## config.mk

```make
export PLATFORM = sky130hd
export DESIGN_NAME = systolic_array_ctrl
export DESIGN_NICKNAME = d
export VERILOG_FILES = /design/src/rtl/systolic_array_ctrl.sv
export SDC_FILE = /design/constraint.sdc
export NUM_CORES = 1
export LEC_CHECK = 0
export ABC_AREA = 1
export CORE_AREA = 4 4 99 111
export DETAILED_ROUTE_END_ITERATION = 6
export DIE_AREA = 0 0 103 115
export GPL_TIMING_DRIVEN = 1
export PLACE_DENSITY = 0.83
export SETUP_SLACK_MARGIN = 0.3
export SKIP_LAST_GASP = 1
export SYNTH_ARGS = -nofsm -noshare
export SYNTH_HDL_FRONTEND = slang
export SYNTH_SLANG_ARGS = --single-unit
```

## constraint.sdc

```tcl
create_clock -name clk -period 4.2 [get_ports clk]
set_input_delay 0.42 -clock clk [delete_from_list [all_inputs] [get_ports clk]]
set_output_delay 0.42 -clock clk [all_outputs]
set_load 0.02 [all_outputs]
```

## src/rtl/systolic_array_ctrl.sv

```systemverilog
// systolic_array_ctrl: sequencer for an N x N output-stationary systolic array.
// On start it clears the array, streams k_len operand vectors from the A/B
// buffers, skews them onto the array edges, flushes the pipeline and pulses
// done on the first cycle every out_c is final.
// Optional feature macro: PERF_CNT_EN adds the 16-bit busy_cycles counter.
module systolic_array_ctrl #(
    parameter int unsigned DWIDTH = 8,
    parameter int unsigned N      = 4,
    parameter int unsigned KW     = 8
) (
    input  logic                  clk,
    input  logic                  reset,
    input  logic                  start,
    input  logic [KW-1:0]         k_len,
    output logic                  busy,
    output logic                  done,
    output logic                  pe_clear,
    output logic                  a_rd_en,
    output logic                  b_rd_en,
    output logic [KW-1:0]         a_addr,
    output logic [KW-1:0]         b_addr,
    input  logic [N*DWIDTH-1:0]   a_rd_data,
    input  logic [N*DWIDTH-1:0]   b_rd_data,
    output logic [N*DWIDTH-1:0]   a_edge,
    output logic [N*DWIDTH-1:0]   b_edge
`ifdef PERF_CNT_EN
    ,
    output logic [15:0]           busy_cycles
`endif
);

    localparam int unsigned LW         = N * DWIDTH;
    localparam int unsigned CW         = $clog2(2 * N);
    localparam logic [CW-1:0] FLUSH_LOAD = CW'(2 * N - 2);

    typedef enum logic [2:0] {
        IDLE,
        CLEAR,
        FEED,
        FLUSH,
        DONE
    } state_t;

    state_t         state;
    logic [KW-1:0]  k_len_q;
    logic [KW-1:0]  k;
    logic [CW-1:0]  flush_cnt;
    logic           rd_en;
    logic           rd_en_d;
    logic [LW-1:0]  a_gate_c;
    logic [LW-1:0]  b_gate_c;
    logic           skew_clear_c;

    // Job sequencer; every output is set for the state being entered
    always_ff @(posedge clk) begin
        if (reset) begin
            state     <= IDLE;
            k_len_q   <= '0;
            k         <= '0;
            flush_cnt <= '0;
            busy      <= 1'b0;
            done      <= 1'b0;
            pe_clear  <= 1'b0;
            rd_en     <= 1'b0;
        end else begin
            case (state)
                IDLE: begin
                    if (start) begin
                        busy <= 1'b1;
                        if (k_len == '0) begin
                            // empty job: report completion without touching the array
                            state <= DONE;
                            done  <= 1'b1;
                        end else begin
                            state    <= CLEAR;
                            pe_clear <= 1'b1;
                            k_len_q  <= k_len;
                        end
                    end
                end
                CLEAR: begin
                    state    <= FEED;
                    pe_clear <= 1'b0;
                    rd_en    <= 1'b1;
                    k        <= '0;
                end
                FEED: begin
                    if (k == k_len_q - KW'(1)) begin
                        state     <= FLUSH;
                        rd_en     <= 1'b0;
                        k         <= '0;
                        flush_cnt <= FLUSH_LOAD;
                    end else begin
                        k <= k + KW'(1);
                    end
                end
                FLUSH: begin
                    if (flush_cnt == '0) begin
                        state <= DONE;
                        done  <= 1'b1;
                    end else begin
                        flush_cnt <= flush_cnt - CW'(1);
                    end
                end
                DONE: begin
                    state <= IDLE;
                    done  <= 1'b0;
                    busy  <= 1'b0;
                end
                default: begin
                    state <= IDLE;
                end
            endcase
        end
    end

    assign a_rd_en = rd_en;
    assign b_rd_en = rd_en;
    assign a_addr  = k;
    assign b_addr  = k;

    // Read data is valid one cycle after the read enable
    always_ff @(posedge clk) begin
        if (reset) begin
            rd_en_d <= 1'b0;
        end else begin
            rd_en_d <= rd_en;
        end
    end

    // Outside the data window the lanes carry zero so PEs accumulate nothing
    assign a_gate_c     = rd_en_d ? a_rd_data : '0;
    assign b_gate_c     = rd_en_d ? b_rd_data : '0;
    assign skew_clear_c = (state == CLEAR);

    // Lane i is delayed by i stages so element k meets PE(i,j) at the same cycle
    for (genvar i = 0; i < N; i++) begin : g_lane
        if (i == 0) begin : g_direct
            assign a_edge[DWIDTH-1:0] = a_gate_c[DWIDTH-1:0];
            assign b_edge[DWIDTH-1:0] = b_gate_c[DWIDTH-1:0];
        end else begin : g_skew
            logic [DWIDTH-1:0] a_pipe [i];
            logic [DWIDTH-1:0] b_pipe [i];

            // Shift chain for lane i, cleared on reset and at job start
            always_ff @(posedge clk) begin
                if (reset || skew_clear_c) begin
                    for (int s = 0; s < i; s++) begin
                        a_pipe[s] <= '0;
                        b_pipe[s] <= '0;
                    end
                end else begin
                    a_pipe[0] <= a_gate_c[i*DWIDTH +: DWIDTH];
                    b_pipe[0] <= b_gate_c[i*DWIDTH +: DWIDTH];
                    for (int s = 1; s < i; s++) begin
                        a_pipe[s] <= a_pipe[s-1];
                        b_pipe[s] <= b_pipe[s-1];
                    end
                end
            end

            assign a_edge[i*DWIDTH +: DWIDTH] = a_pipe[i-1];
            assign b_edge[i*DWIDTH +: DWIDTH] = b_pipe[i-1];
        end
    end

`ifdef PERF_CNT_EN
    // Busy-cycle counter: cleared on acceptance, saturating, held between jobs
    always_ff @(posedge clk) begin
        if (reset) begin
            busy_cycles <= '0;
        end else if (state == IDLE && start) begin
            busy_cycles <= '0;
        end else if (busy && busy_cycles != 16'hFFFF) begin
            busy_cycles <= busy_cycles + 16'd1;
        end
    end
`endif

endmodule

```

# --- Yosys cells after proc, flatten, opt, wreduce, memory -nomap -nowiden ---
# Memory sizes are Yosys's and may differ from the RTL's.
# Cells that the tools add are included.
word_totals:
  ff_bits: 27
  mem_bits_rw: 96
  input_bits: 75
  output_inout_bits: 85
  elab_cells: 98
  memories: 6
mem_list:
  columns: ["memory", "words", "width", "rd", "rd_ports_with_merged_regs", "write_ports", "line", "source"]
  rows:
  - ["g_lane[3].g_skew.a_pipe", 3, 8, 3, 0, 3, "142", "logic [DWIDTH-1:0] a_pipe [i];"]
  - ["g_lane[3].g_skew.b_pipe", 3, 8, 3, 0, 3, "143", "logic [DWIDTH-1:0] b_pipe [i];"]
  - ["g_lane[2].g_skew.a_pipe", 2, 8, 2, 0, 2, "142", null]
  - ["g_lane[2].g_skew.b_pipe", 2, 8, 2, 0, 2, "143", null]
  - ["g_lane[1].g_skew.a_pipe", 1, 8, 1, 0, 1, "142", null]
  - ["g_lane[1].g_skew.b_pipe", 1, 8, 1, 0, 1, "143", null]
op_classes:
  n_addsub: 3
  n_eq_ne: 11
  muxes: 40
  bitwise_logic: 11
  reduce_logical: 18
op_table:
  columns: ["operator", "n"]
  rows:
  - ["8-bit 2-to-1 mux", 13]
  - ["32-bit 2-to-1 mux", 2]
  - ["3-bit 2-to-1 mux", 6]
  - ["8-bit case mux with 2 select lines", 1]
  - ["8-bit OR reduction", 2]
  - ["1-bit 2-to-1 mux", 12]
  - ["2-bit inequality test (second input constant)", 6]
  - ["3-bit case mux with 4 select lines", 1]
  - ["3-bit AND reduction", 4]
  - ["1-bit bitwise OR", 10]
  - ["8-bit by 1-bit adder with 8-bit output (second input constant)", 1]
  - ["8-bit == test", 1]
  - ["8-bit logical NOT", 1]
  - ["2-bit nonzero test", 4]
  - ["8-bit by 1-bit subtractor with 8-bit output (second input constant)", 1]
  - ["3-bit by 2-bit == test with 1-bit output (second input constant)", 2]
  - ["3-bit logical NOT", 2]
  - ["1-bit case mux with 2 select lines", 3]
  - ["3-bit case mux with 2 select lines", 1]
  - ["2-bit AND reduction", 2]
  - ["4-bit AND reduction", 1]
  - ["3-bit by 1-bit == test with 1-bit output (second input constant)", 1]
  - ["3-bit == test (second input constant)", 1]
  - ["1-bit case mux with 3 select lines", 1]
  - ["other kinds (4)", 4]

# --- Longest topological paths before layout ---
logic_depth:
  ltp_word: 5
  ltp_mapped: 13
  depth_no_buf: 13

# --- Worst setup path after synthesis ---
# No wires, ideal clock.
synth_timing:
  kind: "register to register"
  startpoint: "reg k_len_q[0]"
  endpoint: "reg flush_cnt[0]"
  setup_ps: 132
  arrival_ps: 1404
  required_ps: 4068
  slack_ps: 2664
  stages_incl_launch_ff: 13
  n_path_buf: 0
  synth_period_minus_slack_ps: 1536
  cell_sequence: "dfxtp_1 inv_2 ha_1 inv_1 nand2_1 nand3_1 nand2_1 inv_1 nand3_2 nor2_4 nand3_2 nand3_1 a21oi_1"
synth_via:
  elab_chain_len: 4
synth_rtl:
  columns: ["element", "line", "source"]
  rows:
  - ["from (decl)", "45", "logic [KW-1:0] k_len_q;"]
  - ["from (signal assigned)", "77", "k_len_q <= k_len;"]
  - ["8-bit by 1-bit subtractor with 8-bit output", "88", "if (k == k_len_q - KW'(1)) begin"]
  - ["8-bit == test", "88", null]
  - ["2-bit inequality test (no source line)", null, null]
  - ["3-bit AND reduction (no source line)", null, null]
  - ["to (signal assigned)", "102", "flush_cnt <= flush_cnt - CW'(1);"]
  - ["to (decl)", "47", "logic [CW-1:0] flush_cnt;"]
# No other way between the ends.
# A chain may end at the register's enable or synchronous reset.

# --- Final worst setup path ---
layout_timing:
  startpoint: "reg rd_en_d"
  endpoint: "out a_edge[0]"
layout_via:
  elab_chain_len: 1
layout_rtl:
  columns: ["element", "line", "source"]
  rows:
  - ["from (decl)", "49", "logic rd_en_d;"]
  - ["from (signal assigned)", "127", "rd_en_d <= rd_en;"]
  - ["32-bit 2-to-1 mux", "132", "assign a_gate_c = rd_en_d ? a_rd_data : '0;"]
  - ["to (decl)", "24", "output logic [N*DWIDTH-1:0] a_edge,"]
# No other way between the ends.

==> flow_metrics.tcl <==
set metrics [dict create \
    report.final.slew_viol_count 0 \
    fin_tns_setup_ns 0 \
    period_share 0.5734 \
    grt_max_degree 50 \
    clk_pin_slew_ns 0.06 \
    slew_headroom 0.3759 \
    grt_pass1_vias 4009 \
    finalCriticalPeriod_ns 2.408 \
    final_common_cell "clkdlybuf4s50_1" \
    drive_above_1_share 0.08119 \
    core_area_um2 9794 \
    ios 160 \
    setup_ws_ns 1.792 \
    postSynthCellCount 606 \
    yosysSeqAreaShare 0.5209 \
    wire_per_inst_um 12.76 \
    register_area_um2 2462 \
    cts_tree "yes" \
    combPwrFrac 0.239 \
    yosys-top-cells-area "dfxtp_1, inv_1, nor2_1" \
    crit_arrival_ns 1.99 \
    synth_top_area_frac 0.5209 \
    yosysUniqueCellTypes 28 \
    vias 3892 \
    drt_first_pass_iters 4 \
    grt_pass1_wl_um 17490 \
    status "finished clean" \
    setup_viol 0 \
    cts_setup_buffers 0 \
    yosys.area.top_type "dfxtp_1" \
    dieHeight_um 115 \
    hold_violations 0 \
    synth_area_um2 4727 \
    dp.final_hpwl_um 7806 \
    area_delta_synth_final_pct 41.29 \
    gp_congestion 0.8535 \
    post-route-util 0.6819 \
    cts_made_buffers 17 \
    cp-end-kind "primary output" \
    multi_input_area_um2 1316 \
    hold_buffers 0 \
    max_freq_mhz 415.2 \
    ant_nets 0 \
    fin_skew_ns 0.005232 \
    drc_errors 0 \
    reg2reg_slack_ns 2.22 \
    clk_latency_ns 0.51 \
    initial_core_util 0.4826 \
    nFillCells 767 \
    via_per_inst 4.531 \
    port_buffers 159 \
    sw_frac_of_total 0.3112 \
    routed_wl_um 10960 \
    pre_cts_ws_ns 1.427 \
    crit_fanout 17 \
    pwr-share-clk 0.393 \
    root_buffer "clkbuf_8" \
    post_cts_resized 0 \
    clock-sinks 123 \
    fp.dieW_um 103 \
    seq_power_share 0.368 \
    hold_class "flop to flop" \
    ys_warn_count 0 \
    row_count 38 \
    rsz0062_at_grt "false" \
    drt-initial-drc-count 160 \
    power_density_nw_per_um2 552.6 \
    die_area_um2 11850 \
    crit_required_ns 3.78 \
    p_switching_mw 1.148 \
    fin_nets 806 \
    synth-seq-cells 123 \
    crit_type "flop to primary output" \
    p_leak_nw 2.996 \
    tightest_slew_ns 0.9351 \
    syn_area_per_cell_um2 7.800 \
    overflow 0 \
    ir_worst_vdd_v 0.0003543 \
    h-tree-depth 4 \
    cts_buffer_depth 2 \
    syn-num-nets 685 \
    grt_antenna_before_repair 0 \
    layout_common_cells "clkdlybuf4s50_1, inv_1, dfxtp_1, nor2_1, nand2_1" \
    max-cap-violations 0 \
    startpoint_type "flop" \
    antenna_cells 0 \
    gr-usage-all-layers 0.1918 \
    p_int_mw 2.542 \
]
-- area by class of cell --
class | instances | share of cell area
Inverter | 150 | 0.08430
Clock inverter | 13 | 0.02510
Sequential cell | 123 | 0.3687
Clock buffer | 18 | 0.06407
Multi-Input combinational cell | 276 | 0.1971
Timing Repair Buffer | 159 | 0.2383
Tap cell | 120 | 0.02248
-- synth_stat cells, drive strengths merged --
cell type / instances
o21ai: 13
a31oi: 1
ha: 4
clkbuf: 8
nor4: 2
nor3: 2
and2: 1
nand3: 27
nand4: 7
dfxtp: 123
nor2: 125
xnor2: 2
nand2: 68
inv: 150
xor2: 5
a21oi: 18
buf: 49
o21bai: 1
-- cell families (layout without fill, tap and decap cells) --
| group | after synthesis | in the layout | share of synthesized area |
|---|---|---|---|
| and+or+nand+nor | 232 | 232 | 0.2176 |
| buffers and inverters | 207 | 340 | 0.2022 |
| DFF | 123 | 123 | 0.5209 |
| AOI/OAI and AO/OA | 33 | 33 | 0.03573 |
| xor gates and xnor gates | 7 | 7 | 0.01297 |
| adders and majority gates | 4 | 4 | 0.01059 |
-- through the flow --
step	hold slack, ns	cells	total power [mW]	instance area, um2
6_report	0.4052	859	3.691	6679
4_1_cts	0.4064	859	3.724	6679
3_3_place_gp	0.3942	828	2.221	6083
2_1_floorplan	0.3936	606	1.982	4727
3_5_place_dp	0.3974	828	2.260	6083
5_1_grt	0.4206	859	3.881	6679
-- final timing paths --
check	start	endpoint	depth (start not counted)
max	rd_en_d	a_edge[0]	3
max reg2reg	rd_en_d	g_lane[3].g_skew.b_pipe[0][0]	2
min	g_lane[3].g_skew.a_pipe[0][15]	g_lane[3].g_skew.a_pipe[0][23]	2
min reg2reg	g_lane[3].g_skew.a_pipe[0][15]	g_lane[3].g_skew.a_pipe[0][23]	2
-- critical path, cell delays in order, from the launching register on --
cell and delay [ns]:
dfxtp_1 0.66, nand2_1 0.11, inv_1 0.10, clkdlybuf4s50_1 0.60
-- routing by layer --
layer	wire length [um]	global-route usage	vias up
met2	5669	0.3462	154
met5	0	0	-
met3	1025	0.07949	25
met4	255	0.07945	0
li1	-	-	1964
met1	4011	0.1915	1749
-- flip-flops by register name, indices dropped and copies added (netlist names) --
signal	cells
g_lane.g_skew.b_pipe	48
done	1
k_len_q	8
a_rd_en	1
busy	1
g_lane.g_skew.a_pipe	48
state	3
rd_en_d	1
pe_clear	1
flush_cnt	3
a_addr	8
-- power groups by stage --
| stage | combinational (mW) | sequential, mW | clock (mW) |
|---|---|---|---|
| floorplan | 0.598 | 1.38 | 0 |
| global placement | 0.846 | 1.37 | 0 |
| detailed placement | 0.879 | 1.38 | 0 |
| CTS | 0.889 | 1.36 | 1.48 |
| global route | 0.976 | 1.37 | 1.54 |
| finish | 0.883 | 1.36 | 1.45 |
Power figures use the tool's default switching activity.
